## config.mk

```make
export PLATFORM = sky130hd
export DESIGN_NAME = fetch_unit
export DESIGN_NICKNAME = d
export VERILOG_FILES = /design/src/rtl/fetch_unit.sv
export SDC_FILE = /design/constraint.sdc
export NUM_CORES = 1
export LEC_CHECK = 0
export ABC_AREA = 1
export CELL_PAD_IN_SITES_DETAIL_PLACEMENT = 1
export CELL_PAD_IN_SITES_GLOBAL_PLACEMENT = 1
export CORE_MARGIN = 8
export CORE_UTILIZATION = 38
export DETAILED_ROUTE_END_ITERATION = 10
export PLACE_DENSITY = 0.82
export SLEW_MARGIN = 20
export SYNTH_ARGS = -nofsm -noshare
export SYNTH_HDL_FRONTEND = slang
export SYNTH_SLANG_ARGS = --single-unit
```

## constraint.sdc

```tcl
create_clock -name clk -period 4.2 [get_ports clk]
set_input_delay 1.26 -clock clk [delete_from_list [all_inputs] [get_ports clk]]
set_output_delay 1.26 -clock clk [all_outputs]
set_load 0.02 [all_outputs]
```

## src/rtl/fetch_unit.sv

```systemverilog
// fetch_unit: in-order instruction fetch front end.
// Issues one word read per cycle while the decode-side buffer has room. The
// read response arrives one cycle later and is pushed into a 2-entry
// {pc,instr} FIFO. Redirects flush the FIFO, drop any in-flight response and
// restart fetch at the new target.
// Optional build macro: FETCH_PERF_EN adds the perf_fetched / perf_stall
// counter outputs.
module fetch_unit #(
  parameter logic [31:0] RESET_PC = 32'h0000_0000,
  // Buffer depth; the pointer and count widths below are sized for 2 only.
  parameter int          DEPTH    = 2
) (
  input  logic        clk,
  input  logic        rstn,
  output logic        imem_req,
  output logic [31:0] imem_addr,
  input  logic [31:0] imem_rdata,
  input  logic        redirect_valid,
  input  logic [31:0] redirect_pc,
  input  logic        dec_ready,
  output logic        instr_valid,
  output logic [31:0] instr,
  output logic [31:0] instr_pc,
  output logic [6:0]  op,
  output logic [2:0]  funct3,
  output logic [6:0]  funct7
`ifdef FETCH_PERF_EN
  ,
  output logic [31:0] perf_fetched,
  output logic [31:0] perf_stall
`endif
);

  // Architectural state
  logic [31:0] pc_reg, pc_next;
  logic [31:0] issued_pc_reg;
  logic [1:0]  count_reg, count_next;
  logic        inflight_reg, inflight_next;
  logic        kill_reg, kill_next;
  logic        rd_ptr_reg, rd_ptr_next;
  logic        wr_ptr_reg, wr_ptr_next;

  // Buffer storage
  logic [31:0] fifo_pc    [DEPTH];
  logic [31:0] fifo_instr [DEPTH];

  // Handshake / control terms
  logic        pop;
  logic        push;
  logic        issue;
  logic [2:0]  credit;
  logic [31:0] redirect_target;

  assign instr_valid     = (count_reg != 2'd0);
  assign pop             = instr_valid & dec_ready;
  // Slots not yet claimed by buffered or in-flight words; a pop this cycle
  // frees its slot in time for the new response.
  assign credit          = 3'd2 - ({1'b0, count_reg} + {2'b00, inflight_reg}) + {2'b00, pop};
  // No issue while in reset or during a redirect; credit[2] would only be set
  // if the occupancy invariant were broken, so treat it as "no room".
  assign issue           = rstn & ~redirect_valid & (credit != 3'd0) & ~credit[2];
  // A response is dropped if it belongs to a killed window or a redirect
  // lands in the same cycle it returns.
  assign push            = inflight_reg & ~kill_reg & ~redirect_valid;
  assign redirect_target = {redirect_pc[31:2], 2'b00};

  assign imem_req  = issue;
  assign imem_addr = pc_reg;

  // Head of buffer drives decode straight from registers.
  assign instr    = fifo_instr[rd_ptr_reg];
  assign instr_pc = fifo_pc[rd_ptr_reg];
  assign op       = instr[6:0];
  assign funct3   = instr[14:12];
  assign funct7   = instr[31:25];

  // Next-state computation for PC, occupancy, pointers and in-flight tracking
  always_comb begin
    pc_next       = pc_reg;
    count_next    = count_reg;
    rd_ptr_next   = rd_ptr_reg;
    wr_ptr_next   = wr_ptr_reg;
    inflight_next = issue;
    kill_next     = redirect_valid;

    if (redirect_valid) begin
      // Flush everything; the head (if popped this cycle) was already taken.
      pc_next     = redirect_target;
      count_next  = 2'd0;
      rd_ptr_next = 1'b0;
      wr_ptr_next = 1'b0;
    end else begin
      if (issue) begin
        // 32-bit add wraps 32'hFFFF_FFFC to 0 naturally.
        pc_next = pc_reg + 32'd4;
      end
      count_next  = count_reg + {1'b0, push} - {1'b0, pop};
      rd_ptr_next = rd_ptr_reg ^ pop;
      wr_ptr_next = wr_ptr_reg ^ push;
    end
  end

  // State register for PC, occupancy, pointers and in-flight tracking
  always_ff @(posedge clk) begin
    if (!rstn) begin
      pc_reg        <= RESET_PC;
      issued_pc_reg <= 32'd0;
      count_reg     <= 2'd0;
      inflight_reg  <= 1'b0;
      kill_reg      <= 1'b0;
      rd_ptr_reg    <= 1'b0;
      wr_ptr_reg    <= 1'b0;
    end else begin
      pc_reg       <= pc_next;
      count_reg    <= count_next;
      inflight_reg <= inflight_next;
      kill_reg     <= kill_next;
      rd_ptr_reg   <= rd_ptr_next;
      wr_ptr_reg   <= wr_ptr_next;
      if (issue) begin
        issued_pc_reg <= pc_reg;
      end
    end
  end

  // Per-entry buffer write; entries clear on reset so the head reads zero
  generate
    for (genvar gi = 0; gi < DEPTH; gi++) begin : g_entry
      // Capture returning word into this slot when the write pointer selects it
      always_ff @(posedge clk) begin
        if (!rstn) begin
          fifo_pc[gi]    <= 32'd0;
          fifo_instr[gi] <= 32'd0;
        end else if (push && (wr_ptr_reg == gi[0])) begin
          fifo_pc[gi]    <= issued_pc_reg;
          fifo_instr[gi] <= imem_rdata;
        end
      end
    end
  endgenerate

`ifdef FETCH_PERF_EN
  logic [31:0] perf_fetched_reg;
  logic [31:0] perf_stall_reg;

  // Count accepted responses and cycles where decode holds off a valid head
  always_ff @(posedge clk) begin
    if (!rstn) begin
      perf_fetched_reg <= 32'd0;
      perf_stall_reg   <= 32'd0;
    end else begin
      if (push) begin
        perf_fetched_reg <= perf_fetched_reg + 32'd1;
      end
      if (instr_valid && !dec_ready) begin
        perf_stall_reg <= perf_stall_reg + 32'd1;
      end
    end
  end

  assign perf_fetched = perf_fetched_reg;
  assign perf_stall   = perf_stall_reg;
`endif

  // Credit accounting must never leave a full buffer with a read outstanding.
  a_no_overflow : assert property (@(posedge clk) disable iff (!rstn)
    !((count_reg == 2'd2) && inflight_reg) && (count_reg != 2'd3));

endmodule

```

; After elaboration in Yosys (flattened, before gate mapping)
; Memory sizes are Yosys's and may differ from the RTL's. A register that Yosys moved wholly into a read port is not among the register bits.
; Cells that the tools add are included.
[op_classes]
add_sub_neg = 6
n_mul = 0
div_mod_pow = 0
magnitude_cmp = 0
eq_ne = 0
shifts = 0
muxes = 15
n_bitwise = 17
reduce_logical = 6
[ops]
columns = operator, count
row1 = $mux W32, 6
row2 = $add A32 B3 Y32 const B, 1
row3 = $mux W1, 9
row4 = $and A1 B1 Y1, 6
row5 = $not A1 Y1, 5
row6 = $or A1 B1 Y1, 4
row7 = $reduce_bool A2 Y1, 2
row8 = $add A2 B1 Y3, 1
row9 = $add A3 B1 Y3, 1
row10 = $reduce_bool A3 Y1, 1
row11 = $sub A2 B3 Y3 const A, 1
row12 = $add A2 B1 Y2, 1
row13 = $logic_and A1 B1 Y1, 2
row14 = $reduce_or A2 Y1, 1
row15 = $sub A2 B1 Y2, 1
row16 = $xor A1 B1 Y1, 2
[totals]
ff_bits = 70
latchBits = 0
ramBits = 128
rom_bits = 0
input_bits = 68
mem_count = 2
[memory_table]
columns = memory, words, width, read_ports, rd_clocked_by_memory_dff, wr, line
row1 = fifo_instr, 2, 32, 1, 1, 2, 45  ; logic [31:0] fifo_instr [DEPTH];
row2 = fifo_pc, 2, 32, 1, 1, 2, 44  ; logic [31:0] fifo_pc [DEPTH];

; Longest topological paths before layout
[depth]
word_depth = 8
mapped_depth = 15

; Least setup slack after synthesis
; No wires, ideal clock.
[synth_path]
path_kind = in2out
startpoint = input port dec_ready
endpoint = output port imem_req
arrival_time_ps = 2760
t_required_ps = 2940
slack_ps = 180
stages = 8
cell_sequence = nand2_1 fa_1 ha_1 nand2_1 nand2_2 nor2_8 buf_4 buf_2
[synth_via]
elab_chain_cells = 5
elab_cells_between_ends = 6
cone_classes = 1 x add/sub / 4 x bitwise / 1 x reduce/logical
[synth_lines]
columns = element, line
row1 = start: declaration, 20  ; input logic dec_ready,
row2 = $and A1 B1 Y1 (*), 55  ; assign pop = instr_valid & dec_ready;
row3 = $add A3 B1 Y3 (*), 58  ; assign credit = 3'd2 - ({1'b0, count_reg} + {2'b00, inflight_reg}) + {2'b00, pop};
row4 = $reduce_bool A3 Y1, 61  ; assign issue = rstn & ~redirect_valid & (credit != 3'd0) & ~credit[2];
row5 = $and A1 B1 Y1, 61
row6 = $and A1 B1 Y1 (*), 61
row7 = end: declaration, 15  ; output logic imem_req,
; Every way passes the cells marked *; elsewhere a longest branch is shown, timed or not.

; Final worst setup path
; Same ends and word-level chain as after synthesis.

==> key figures <==
Critical path
  • Setup slack, reg-to-reg: 1.48 ns
  • Delay-heaviest family, CP: adder cells
  • CP Class: primary input to output port
  • Crit. End Element: output port
  • Cell Chain, Critical Path: clkdlybuf4s50_1 -> nand2_2 -> fa_2 -> ha_1 -> nand2_2 -> nand2_2 -> nor2_8 -> buf_4
  • Startpoint Class: primary input
  • Worst path buffer plus inverter count: 2
  • Most common cell on crit path: nand2_2
  • CP max stage cell: clkdlybuf4s50_1
  • Crit path largest cell delay: 0.47 ns
  • Worst-path maximum fanout: 4
  • Worst EP arrival: 2.86 ns
  • Worst Path Required: 2.94 ns

Clock network
  • CTS tree: built
  • Total CTS buffers: 17
  • Clk buf depth: 2
  • Hold Buf Count CTS: 0
  • Clock latency on the worst-skew pair: 0.43 ns
  • Clk sink count: 190
  • Root Buffer: clkbuf_16
  • CTS clk-pin slew, worst paths: 0.06 ns
  • Htree depth: 4

STA
  • Worst setup margin: 0.08358 ns
  • Fin crit share: 98.01%
  • Final Hold Vio Count: 0
  • Final Critical Period: 4.116 ns
  • RSZ-0062 raised after global routing: no
  • Clock Skew: 0.01563 ns
  • Slew HR: 52.86%
  • Max-slew violation count: 0
  • Setup TNS: 0 ns
  • FMAX: 242.9 MHz
  • Final setup viols: 0
  • Worst-Margin Slew: 0.7071 ns

Drt
  • Final ANT Viol Nets: 0
  • Drt drc: 0
  • DRT iter0 DRCs: 399
  • WL/cell: 16.41 microns
  • Avg Vias per Cell: 4.771
  • DR pass1 iterations: 4
  • Total wire length: 25.68 mm
  • Via count: 7466

Synthesis
  • Post-Syn Area: 9001 sq um
  • Yosys warning count: 0
  • Distinct cells, synth: 41
  • Seq/Total Area, Yosys: 56.05%
  • #FFs+latches synth: 190
  • Gate Count Post-Synth: 1084
  • Syn avg cell area: 8.304 sq um

Layout
  • Top flop regs: fifo_instr: 64 flops, fifo_pc: 60 flops
  • Biggest register: fifo_instr
  • Share of layout cells above drive strength 1: 7.063%
  • Final net count: 1308
  • Synthesis-to-finish area growth: 28.37%
  • Finished Cell Area: 11550 sq um
  • Largest register FFs: 64
  • Ant diodes: 0

Run
  • Max cap viols: 0

GRT
  • Global Route Usage Sum: 17.69%
  • Vias in the first global route: 7836
  • Antenna violations before repair: 0
  • Pin count of the biggest net entering global routing: 63
  • Global route overflow: 0
  • First-pass GRT wire length: 40.45 mm

Placed design
  • Pre-CTS WS: -0.4611 ns
  • Placed cell areas: 10980 sq um
  • I/O Buffers: 176
  • GP Congestion: 0.8214
  • Detailed Place HPWL: 17.93 mm

Power
  • Leak: 4.840 nW
  • Final Power: 4.245 mW
  • Worst vdd ir: 0.0001914 V
  • Power per Cell Area: 367.4 nW/um^2

Floorplan
  • Starting Density: 38.58%
  • Core Box Area: 23330 sq um
  • Die extent in x: 169.9 microns
  • Rows: 56
  • Die Area: 28870 sq um
  • Die height: 169.9 microns
  • I/O pins: 183

Status
  • Status: finished clean

Worst hold path
  • Hold Crit Class: flip-flop to flip-flop
-- tightest hold or removal path: cells and delay by family (launching register included) --
kind,cells,cell delay (ns)
DFF,1,0.30
buffers and inverters,1,0.08
AOI/OAI and AO/OA,1,0.06
-- kinds of logic after synthesis --
logic type	count (synthesis)	synth area share, %
compound gates	92	5.949
other cells	1	0.04166
fa+ha+maj	7	1.056
simple gates	585	26.34
xor+xnor	4	0.3893
buf+inv	205	10.18
flops	190	56.05
-- cell type report --
class,instances,area [sq um]
clock buffers,20,466.7
fillers,2782,11780
repair buffers,195,1964
well taps,319,399.1
clock inverters,12,97.59
multi-input cells,692,3064
flip-flops and latches,190,5046
inverters,137,516.7
-- routing by layer --
layer  routed length (microns)  GRT usage [%]  vias to the layer above
met4                       206          4.043                        0
met5                         0              0                        -
met3                      1200          3.452                       14
met1                     11420          21.31                     3615
met2                     12850          32.08                      160
li1                          -              -                     3677
-- stage by stage --
step                util, %  instances  hold WS [ns]
detailed placement    47.05       1532        0.4808
global route          49.52       1565        0.5174
finish                49.52       1565        0.4867
floorplan                 -       1087        0.4411
CTS                   49.46       1564        0.4910
global placement      47.05       1532        0.4665
-- synthesized netlist by cell type (all sizes together) --
library cell | instances | area share, %
a211oi | 12 | 1.2
a21boi | 1 | 0.083
a21oi | 37 | 2.1
a22o | 1 | 0.097
a22oi | 1 | 0.083
a31oi | 1 | 0.070
buf | 34 | 3.0
clkbuf | 34 | 1.4
conb | 1 | 0.042
dfxtp | 66 | 15
edfxtp | 124 | 41
fa | 1 | 0.22
ha | 6 | 0.83
inv | 137 | 5.7
nand2 | 336 | 14
nand3 | 44 | 2.7
nand3b | 2 | 0.17
nand4 | 3 | 0.21
nor2 | 194 | 8.6
nor3 | 1 | 0.056
o211ai | 3 | 0.25
o21ai | 34 | 2.0
o21bai | 2 | 0.17
or2 | 5 | 0.35
xnor2 | 1 | 0.097
xor2 | 3 | 0.29
-- placed cells by master, fill, tap and decap left out, types with 9 or more instances in the layout --
cell,Yosys,routed
a211oi_1,9,9
edfxtp_1,124,124
nand2_1,334,330
clkdlybuf4s50_1,0,175
clkbuf_16,0,17
a21oi_1,37,37
nand3_1,41,41
inv_1,131,131
o21ai_0,25,25
nor2_1,185,185
buf_4,23,15
dfxtp_1,66,65
-- where the power goes --
| group | switching (mW) | internal, mW | leakage [nW] |
|---|---|---|---|
| Clock | 0.731 | 0.823 | 0.285 |
| Combinational | 0.320 | 0.236 | 2.72 |
| Sequential | 0.0571 | 2.08 | 1.83 |
-- worst paths after layout --
kind,cells after the start,endpoint,from
worst max register to register,13,imem_addr[7],count_reg[0]
worst min-delay path,2,issued_pc_reg[22],issued_pc_reg[22]
worst max-delay path,8,imem_req,dec_ready
worst min register to register,2,issued_pc_reg[22],issued_pc_reg[22]
-- timing repair --
action,in CTS,in global routing
pin swaps,0,1
buffers inserted,0,1
endpoints found under the hold margin,0,0
gates resized for setup,5,3
cloned,0,0
endpoints found under the setup margin,1,1
Power figures use the tool's default switching activity.
